[src/rtl/cache_refill_arbiter.sv]
// cache_refill_arbiter
//   Shares one external memory read port between the program cache (port 0)
//   and the data cache (port 1). Grants one line-fill miss at a time
//   (round-robin), issues a line-aligned read, gathers BEATS beats into a
//   line buffer and delivers the whole line with a one-cycle fill strobe.
//
//   State table:
//     state   | meaning
//     --------+-----------------------------------------------------------
//     IDLE    | arbitrate between requesters, ready only to the winner
//     ISSUE   | mem_req_valid held until memory accepts the read
//     FILL    | collecting beats into line_buf, beat 0 in the LSBs
//     DELIVER | fill_valid high for one cycle, then back to IDLE
//
// Ports:
//   clk, reset (async, active-low)
//   req0_* / req1_*   : miss request handshakes (program / data cache)
//   mem_req_*         : memory read request, byte address {line, 6'b0}
//   mem_rdata_*       : returned beats with last marker
//   fill_*            : assembled line delivery, held until next delivery
//   busy              : not in IDLE
//   timeout_err       : sticky, transaction abandoned for lack of progress
//   proto_err         : sticky, last-marker mismatch or stray beat
module cache_refill_arbiter #(
    parameter int LINE_WIDTH      = 512,
    parameter int BEAT_WIDTH      = 32,
    parameter int BEATS           = LINE_WIDTH / BEAT_WIDTH,
    parameter int LINE_ADDR_WIDTH = 26,
    parameter int TIMEOUT         = 1023
) (
    input  logic                       clk,
    input  logic                       reset,
    input  logic                       req0_valid,
    input  logic [LINE_ADDR_WIDTH-1:0] req0_addr,
    output logic                       req0_ready,
    input  logic                       req1_valid,
    input  logic [LINE_ADDR_WIDTH-1:0] req1_addr,
    output logic                       req1_ready,
    output logic                       mem_req_valid,
    output logic [31:0]                mem_req_addr,
    input  logic                       mem_req_ready,
    input  logic                       mem_rdata_valid,
    input  logic [BEAT_WIDTH-1:0]      mem_rdata,
    input  logic                       mem_rdata_last,
    output logic                       fill_valid,
    output logic                       fill_port,
    output logic [LINE_ADDR_WIDTH-1:0] fill_addr,
    output logic [LINE_WIDTH-1:0]      fill_data,
    output logic                       busy,
    output logic                       timeout_err,
    output logic                       proto_err
);

    localparam int CNT_W = $clog2(BEATS);
    localparam int TMR_W = $clog2(TIMEOUT + 1);
    localparam logic [CNT_W-1:0] LAST_BEAT = CNT_W'(BEATS - 1);
    // Down-counter: loaded with TIMEOUT-1 so the abort fires on the
    // TIMEOUT-th consecutive cycle without progress.
    localparam logic [TMR_W-1:0] TMR_LOAD  = TMR_W'(TIMEOUT - 1);

    typedef enum logic [1:0] {IDLE, ISSUE, FILL, DELIVER} state_t;

    state_t                     state;
    logic                       last_grant;
    logic                       port_q;
    logic [LINE_ADDR_WIDTH-1:0] addr_q;
    logic [CNT_W-1:0]           cnt;
    logic [TMR_W-1:0]           timer;
    logic [LINE_WIDTH-1:0]      line_buf;
    logic [LINE_WIDTH-1:0]      line_next;
    logic                       grant0;
    logic                       grant1;

    always_comb begin
        // Contention goes to the port that was not granted last.
        grant0 = req0_valid && (!req1_valid || last_grant);
        grant1 = req1_valid && (!req0_valid || !last_grant);
        line_next = line_buf;
        line_next[cnt*BEAT_WIDTH +: BEAT_WIDTH] = mem_rdata;
    end

    assign req0_ready    = (state == IDLE) && grant0;
    assign req1_ready    = (state == IDLE) && grant1;
    assign mem_req_valid = (state == ISSUE);
    assign mem_req_addr  = 32'({addr_q, 6'b0});
    assign busy          = (state != IDLE);

    always_ff @(posedge clk or negedge reset) begin
        if (!reset) begin
            state       <= IDLE;
            last_grant  <= 1'b1;
            port_q      <= 1'b0;
            addr_q      <= '0;
            cnt         <= '0;
            timer       <= '0;
            line_buf    <= '0;
            fill_valid  <= 1'b0;
            fill_port   <= 1'b0;
            fill_addr   <= '0;
            fill_data   <= '0;
            timeout_err <= 1'b0;
            proto_err   <= 1'b0;
        end else begin
            if (mem_rdata_valid && state != FILL)
                proto_err <= 1'b1;

            case (state)
                IDLE: begin
                    if (req0_ready) begin
                        addr_q     <= req0_addr;
                        port_q     <= 1'b0;
                        last_grant <= 1'b0;
                        timer      <= TMR_LOAD;
                        state      <= ISSUE;
                    end else if (req1_ready) begin
                        addr_q     <= req1_addr;
                        port_q     <= 1'b1;
                        last_grant <= 1'b1;
                        timer      <= TMR_LOAD;
                        state      <= ISSUE;
                    end
                end
                ISSUE: begin
                    if (mem_req_ready) begin
                        cnt   <= '0;
                        timer <= TMR_LOAD;
                        state <= FILL;
                    end else if (timer == '0) begin
                        timeout_err <= 1'b1;
                        state       <= IDLE;
                    end else begin
                        timer <= timer - 1'b1;
                    end
                end
                FILL: begin
                    if (mem_rdata_valid) begin
                        line_buf <= line_next;
                        timer    <= TMR_LOAD;
                        // Beat count decides completion; the last marker is
                        // only cross-checked.
                        if (cnt == LAST_BEAT) begin
                            if (!mem_rdata_last)
                                proto_err <= 1'b1;
                            fill_valid <= 1'b1;
                            fill_port  <= port_q;
                            fill_addr  <= addr_q;
                            fill_data  <= line_next;
                            state      <= DELIVER;
                        end else begin
                            if (mem_rdata_last)
                                proto_err <= 1'b1;
                            cnt <= cnt + 1'b1;
                        end
                    end else if (timer == '0) begin
                        timeout_err <= 1'b1;
                        state       <= IDLE;
                    end else begin
                        timer <= timer - 1'b1;
                    end
                end
                DELIVER: begin
                    fill_valid <= 1'b0;
                    state      <= IDLE;
                end
                default: state <= IDLE;
            endcase
        end
    end

endmodule

[config.mk]
export PLATFORM = sky130hd
export DESIGN_NAME = cache_refill_arbiter
export DESIGN_NICKNAME = d
export VERILOG_FILES = /design/src/rtl/cache_refill_arbiter.sv
export SDC_FILE = /design/constraint.sdc
export NUM_CORES = 2
export LEC_CHECK = 0
export CAP_MARGIN = 25
export CORE_MARGIN = 5
export CORE_UTILIZATION = 48
export DETAILED_ROUTE_END_ITERATION = 8
export PLACE_DENSITY = 0.71
export SLEW_MARGIN = 20
export SYNTH_ARGS = -nofsm -noshare
export SYNTH_HDL_FRONTEND = slang
export SYNTH_SLANG_ARGS = --single-unit
[constraint.sdc]
create_clock -name clk -period 3.89 [get_ports clk]
set_input_delay 0.778 -clock clk [delete_from_list [all_inputs] [get_ports clk]]
set_output_delay 0.778 -clock clk [all_outputs]
set_load 0.02 [all_outputs]
After elaboration in Yosys (flattened, before gate mapping)
Index checks and enable logic that the tools add are counted.
{ "totals": {"output_inout_bits": 578, "input_bits": 91, "wordCells": 91, "register_bits": 1098} }
{ "op_classes": {"eq_ne": 13, "shifts": 2, "mux": 35, "add_sub_neg": 3, "n_reduce_logical": 25} }
{ "ops": {"columns": ["operator", "count"], "rows": [
  ["512-bit bitwise mux", 1],
  ["32-bit by 34-bit variable shift with 512-bit output (first input constant)", 1],
  ["32-bit by 34-bit indexed part select with 512-bit output", 1],
  ["26-bit 2-to-1 mux", 2],
  ["10-bit 2-to-1 mux", 5],
  ["9-bit negator with 34-bit output", 1],
  ["10-bit one-hot mux with 3 select lines", 1],
  ["1-bit 2-to-1 mux", 13],
  ["2-bit 2-to-1 mux", 6],
  ["4-bit 2-to-1 mux", 3],
  ["2-bit inequality test (second input constant)", 6],
  ["10-bit logical NOT", 1],
  ["10-bit by 1-bit subtractor with 10-bit output (second input constant)", 1],
  ["3-bit AND reduction", 3],
  ["2-bit one-hot mux with 4 select lines", 1],
  ["4-bit one-hot mux with 2 select lines", 1],
  ["2-bit AND reduction", 4],
  ["2-bit nonzero test", 4],
  ["3-bit inequality test (second input constant)", 2],
  ["1-bit logical AND", 5],
  ["4-bit by 1-bit adder with 4-bit output (second input constant)", 1],
  ["2-bit == test (second input constant)", 2],
  ["4-bit == test (second input constant)", 1],
  ["1-bit one-hot mux with 2 select lines", 2],
  ["7 further kinds", 10]
]} }

Depth between registers and ports, before layout
{ "logic_depth": {"word_depth": 7, "mapped_depth": 13, "depth_no_buf": 6} }

Least setup slack after synthesis
Ideal clock, no wire load.
{ "synth_path": {"kind": "reg-to-reg", "start": "register cnt[0]", "end": "register line_buf[130]", "stages_incl_launch_ff": 11, "setup_slack_ns": 1.101, "period_less_slack_ns": 2.789, "arrival_time_ns": 2.664, "t_required_ns": 3.765, "setup_ns": 0.125, "path_buffers": 5, "path_cell_list": "dfrtp_1 > buf_2 > inv_1 > ha_1 > buf_6 > or3_1 > buf_6 > or4_4 > buf_6 > buf_6 > mux2_4"} }
{ "synth_between": {"elab_chain_cells": 3, "word_cells_on_any_way": 4, "classes_between": "add/sub (1); shift (2); mux (1)"} }
{ "synth_lines": {"columns": ["element", "line", "text"], "rows": [
  ["from (decl)", "67", "logic [CNT_W-1:0] cnt;"],
  ["from (signal assigned)", "152", "cnt <= cnt + 1'b1;"],
  ["9-bit negator with 34-bit output *", "79", "line_next[cnt*BEAT_WIDTH +: BEAT_WIDTH] = mem_rdata;"],
  ["32-bit by 34-bit indexed part select with 512-bit output / 32-bit by 34-bit variable shift with 512-bit output (equally long branches)", "79", null],
  ["512-bit bitwise mux *", "79", null],
  ["to (signal assigned)", "137", "line_buf <= line_next;"],
  ["to (decl)", "69", "logic [LINE_WIDTH-1:0] line_buf;"]
]} }
Every way passes the cells marked *; elsewhere a longest branch is shown, timed or not.
A chain may end at the register's enable or synchronous reset.

Worst setup path after layout
{ "layout_path": {"start": "register state[0]", "end": "output req1_ready"} }
{ "layout_between": {"elab_chain_cells": 2} }
{ "layout_lines": {"columns": ["element", "line", "text"], "rows": [
  ["from (decl)", "63", "state_t state;"],
  ["from (signal assigned)", "90", "state <= IDLE;"],
  ["from (signal assigned)", "114", "state <= ISSUE;"],
  ["from (signal assigned)", "120", "state <= ISSUE;"],
  ["2-bit logical NOT", "83", "assign req1_ready = (state == IDLE) && grant1;"],
  ["1-bit logical AND", "83", null],
  ["to (decl)", "38", "output logic req1_ready,"]
]} }
No other way between the ends.

==> impl_metrics.csv <==
group,metric,value,unit
status,outcome,"finished clean",
critical_path,crit_type,"reg -> out",
floorplanning,die_h,326.0,um
power_and_ir_drop,p_leak,25.68,nW
worst_hold_path,hold_class,"in -> async",
synthesis,ys_seq_elements,1098,
clocking,clock_path_buffers,3,
clocking,h-tree-depth,3,
synthesis,postSynthAreaPerCell,10.29,um^2
floorplanning,dieArea,106300,um^2
finish,ff_latch_area,27480,um^2
sta,finalCritPeriodShare,89.44,%
synthesis,ys_seq_area_share,57.31,%
sta,period_needed,3479,ps
sta,fmax,0.2874,GHz
sta,rsz0062_at_grt,"no",
power_and_ir_drop,swShare,29.90,%
sta,finalHoldViolCount,0,
clocking,cts_buffers,114,
floorplanning,start_util,48.15,%
place,place_congestion,0.9028,
global_route,grt_overflow,0,
floorplanning,rows,116,
critical_path,r2r_end,"line_buf[217]",
power_and_ir_drop,seq_power_share,43.1,%
global_route,grt_pass1_wl,243900,um
place,port_buffers,662,
power_and_ir_drop,p_comb_share,17.3,%
clocking,cts_tree,"yes",
synthesis,synth-async-reset-ratio,100.0,%
clocking,ctsHoldBuffers,0,
detailed_routing,wl,161200,um
detailed_routing,ant_nets,0,
finish,multiInputGateArea,18900,um^2
detailed_routing,vias,37810,
run,maxCapViolations,0,
critical_path,reg2reg_depth,8,
floorplanning,die-width,326.0,um
power_and_ir_drop,p_int,19.65,mW
clocking,cts_resized,0,
detailed_routing,dr.pass1.iters,5,
power_and_ir_drop,power_density,464.7,nW/um^2
synthesis,postSynthCellCount,4660,
critical_path,cp.required,3110,ps
power_and_ir_drop,vdd_drop_max,0.0004664,V
power_and_ir_drop,p_switching,8.380,mW
synthesis,synth-edff-count,0,
place,dp_slack,679.8,ps
global_route,grt_pass1_vias,37690,
finish,drive_above_1_share,10.02,%
finish,layout_commonest_cell,"nand2_1",
global_route,grt_util_all_layers,29.77,%
clocking,post_cts_buffers,0,
floorplanning,io_pins,669,
sta,maxSlewHeadroom,31.08,%
detailed_routing,viasPerCell,5.741,
synthesis,ys.flop_type,"dfrtp_1",
detailed_routing,drc,0,
clocking,cts.clk_slew.worst_paths,60,ps
critical_path,crit_path_end_kind,"primary output",
floorplanning,core_area,99570,um^2
power_and_ir_drop,clkPwrFrac,39.6,%
sta,drv_slew,0,
synthesis,synth.distinct_cells,64,
finish,area_growth,25.82,%
sta,finClkSkew,25.09,ps
clocking,worstSkewPairLatency,690,ps
sta,setup-violations-final,0,
clocking,clkSinkCount,1098,
global_route,antenna_found_initial,11,
critical_path,r2r_slack,660,ps
finish,fillers,8275,
synthesis,yosys_warnings,0,
critical_path,reg2reg_from,"cnt[1]",
critical_path,cp.arrival,2700,ps
sta,tns,0,ps
place,place_hpwl,109900,um
finish,nets,5296,
sta,tightest_slew,1034,ps
critical_path,critPathMaxFanout,11,
sta,setup_slack,410.6,ps
clocking,clock_tree.root_cell,"clkbuf_16",
finish,final_cell_mix,"nand2_1 (1153), dfrtp_1 (1096), clkdlybuf4s50_1 (661)",
detailed_routing,wl_per_cell,24.48,um
critical_path,worst_setup_path_start_kind,"flop",
synthesis,synth_area,47940,um^2
global_route,grt_max_degree,113,
detailed_routing,drt_iter0_drc,3247,
worst max path at each step:
stage                     slack (ps)             to            start  depth (start not counted)
after global routing             290     req1_ready         state[1]                          6
after CTS                        380     req1_ready         state[0]                          6
after detailed placement         680  line_buf[128]  mem_rdata_valid                          5
after global placement           720  line_buf[128]  mem_rdata_valid                          5
after floorplan                 1100  line_buf[130]           cnt[0]                         10
final                            410     req1_ready         state[0]                          6
per-stage QoR:
stage | utilization [%] | instances | power (mW) | cell area [um^2] | hold slack, ps
2_1_floorplan | - | 4665 | 14.92 | 47960 | 449.2
3_3_place_gp | 56.76 | 6378 | 17.00 | 56520 | 441.7
3_5_place_dp | 56.76 | 6378 | 17.09 | 56520 | 447.3
4_1_cts | 60.58 | 6585 | 28.16 | 60320 | 53.98
5_1_grt | 60.58 | 6585 | 29.13 | 60320 | 77.51
6_report | 60.59 | 6586 | 28.03 | 60320 | 75.07
registers in the layout (all words and copies together) (netlist names):
register     count
fill_addr       26
timeout_err      1
timer           10
fill_data      512
state            2
cnt              4
fill_valid       1
last_grant       1
addr_q          26
fill_port        1
line_buf       512
proto_err        1
port_q           1
synthesized netlist by cell type (4+ instances only):
cell          n  area, um^2
mux2_4       60       900.9
mux2_1       33       371.6
nand3_1      54       270.3
buf_6         9       101.4
nor2b_1       5       31.28
o22ai_1       4       25.02
a211oi_2      4       50.05
nand2_1    1154        4332
o2bb2ai_1     4       35.03
nor3b_1      66       495.5
buf_4        15       112.6
inv_1        13       48.80
o21ai_1     289        1446
or3_1         7       43.79
mux2_2       67       754.5
dfrtp_1    1097       27450
buf_1        29       108.9
o311ai_0    128        1121
and3_1       35       219.0
buf_2        50       250.2
o21ai_0     478        2392
nor3_1        9       45.04
clkbuf_1    325        1220
a31oi_1      50       312.8
ha_1          9       112.6
o211ai_1    132       991.0
mux2i_1     366        3664
a21oi_1      17       85.08
nor2_1       63       236.5
and2_1       34       212.7
kinds of logic after synthesis:
group           after synthesis  share of synthesized area, %
buf+inv                     441                         3.841
compound gates             1131                         13.95
simple gates               1452                         12.74
mux                         526                         11.87
xor+xnor                      2                       0.05221
flops                      1098                         57.31
other cells                   1                      0.007822
fa+ha+maj                     9                        0.2349
area by class of cell:
type,instances,share of cell area (%)
antenna,1,0.004148
tap,1298,2.692
inverter,13,0.08089
sequential,1098,45.55
clock buffer,175,5.592
multi-input combinational,3126,31.34
clock inverter,32,0.7073
timing repair buffer,843,14.03
metal layers:
layer	track usage, %	vias up	part of all wire [%]	routed length [um]
met3	6.097	319	6.8	11030
met1	39.73	18810	41	66830
met2	47.37	1397	46	74870
met5	0	-	0.0074	12
li1	-	17280	-	-
met4	13.37	2	5.3	8503
power groups by stage:
stage	clock network (mW)	logic, mW	registers (mW)
global route	11.7	5.26	12.1
detailed placement	0	4.82	12.3
floorplan	0	2.56	12.4
global placement	0	4.74	12.3
CTS	11.3	4.84	12.1
finish	11.1	4.85	12.1
worst max-delay path: stages, from the launching register on:
cell and delay, ps:
dfrtp_1 420, inv_1 120, ha_1 280, buf_4 260, nand2_1 90, a21oi_1 190, clkdlybuf4s50_1 640
Power figures use the tool's default switching activity.
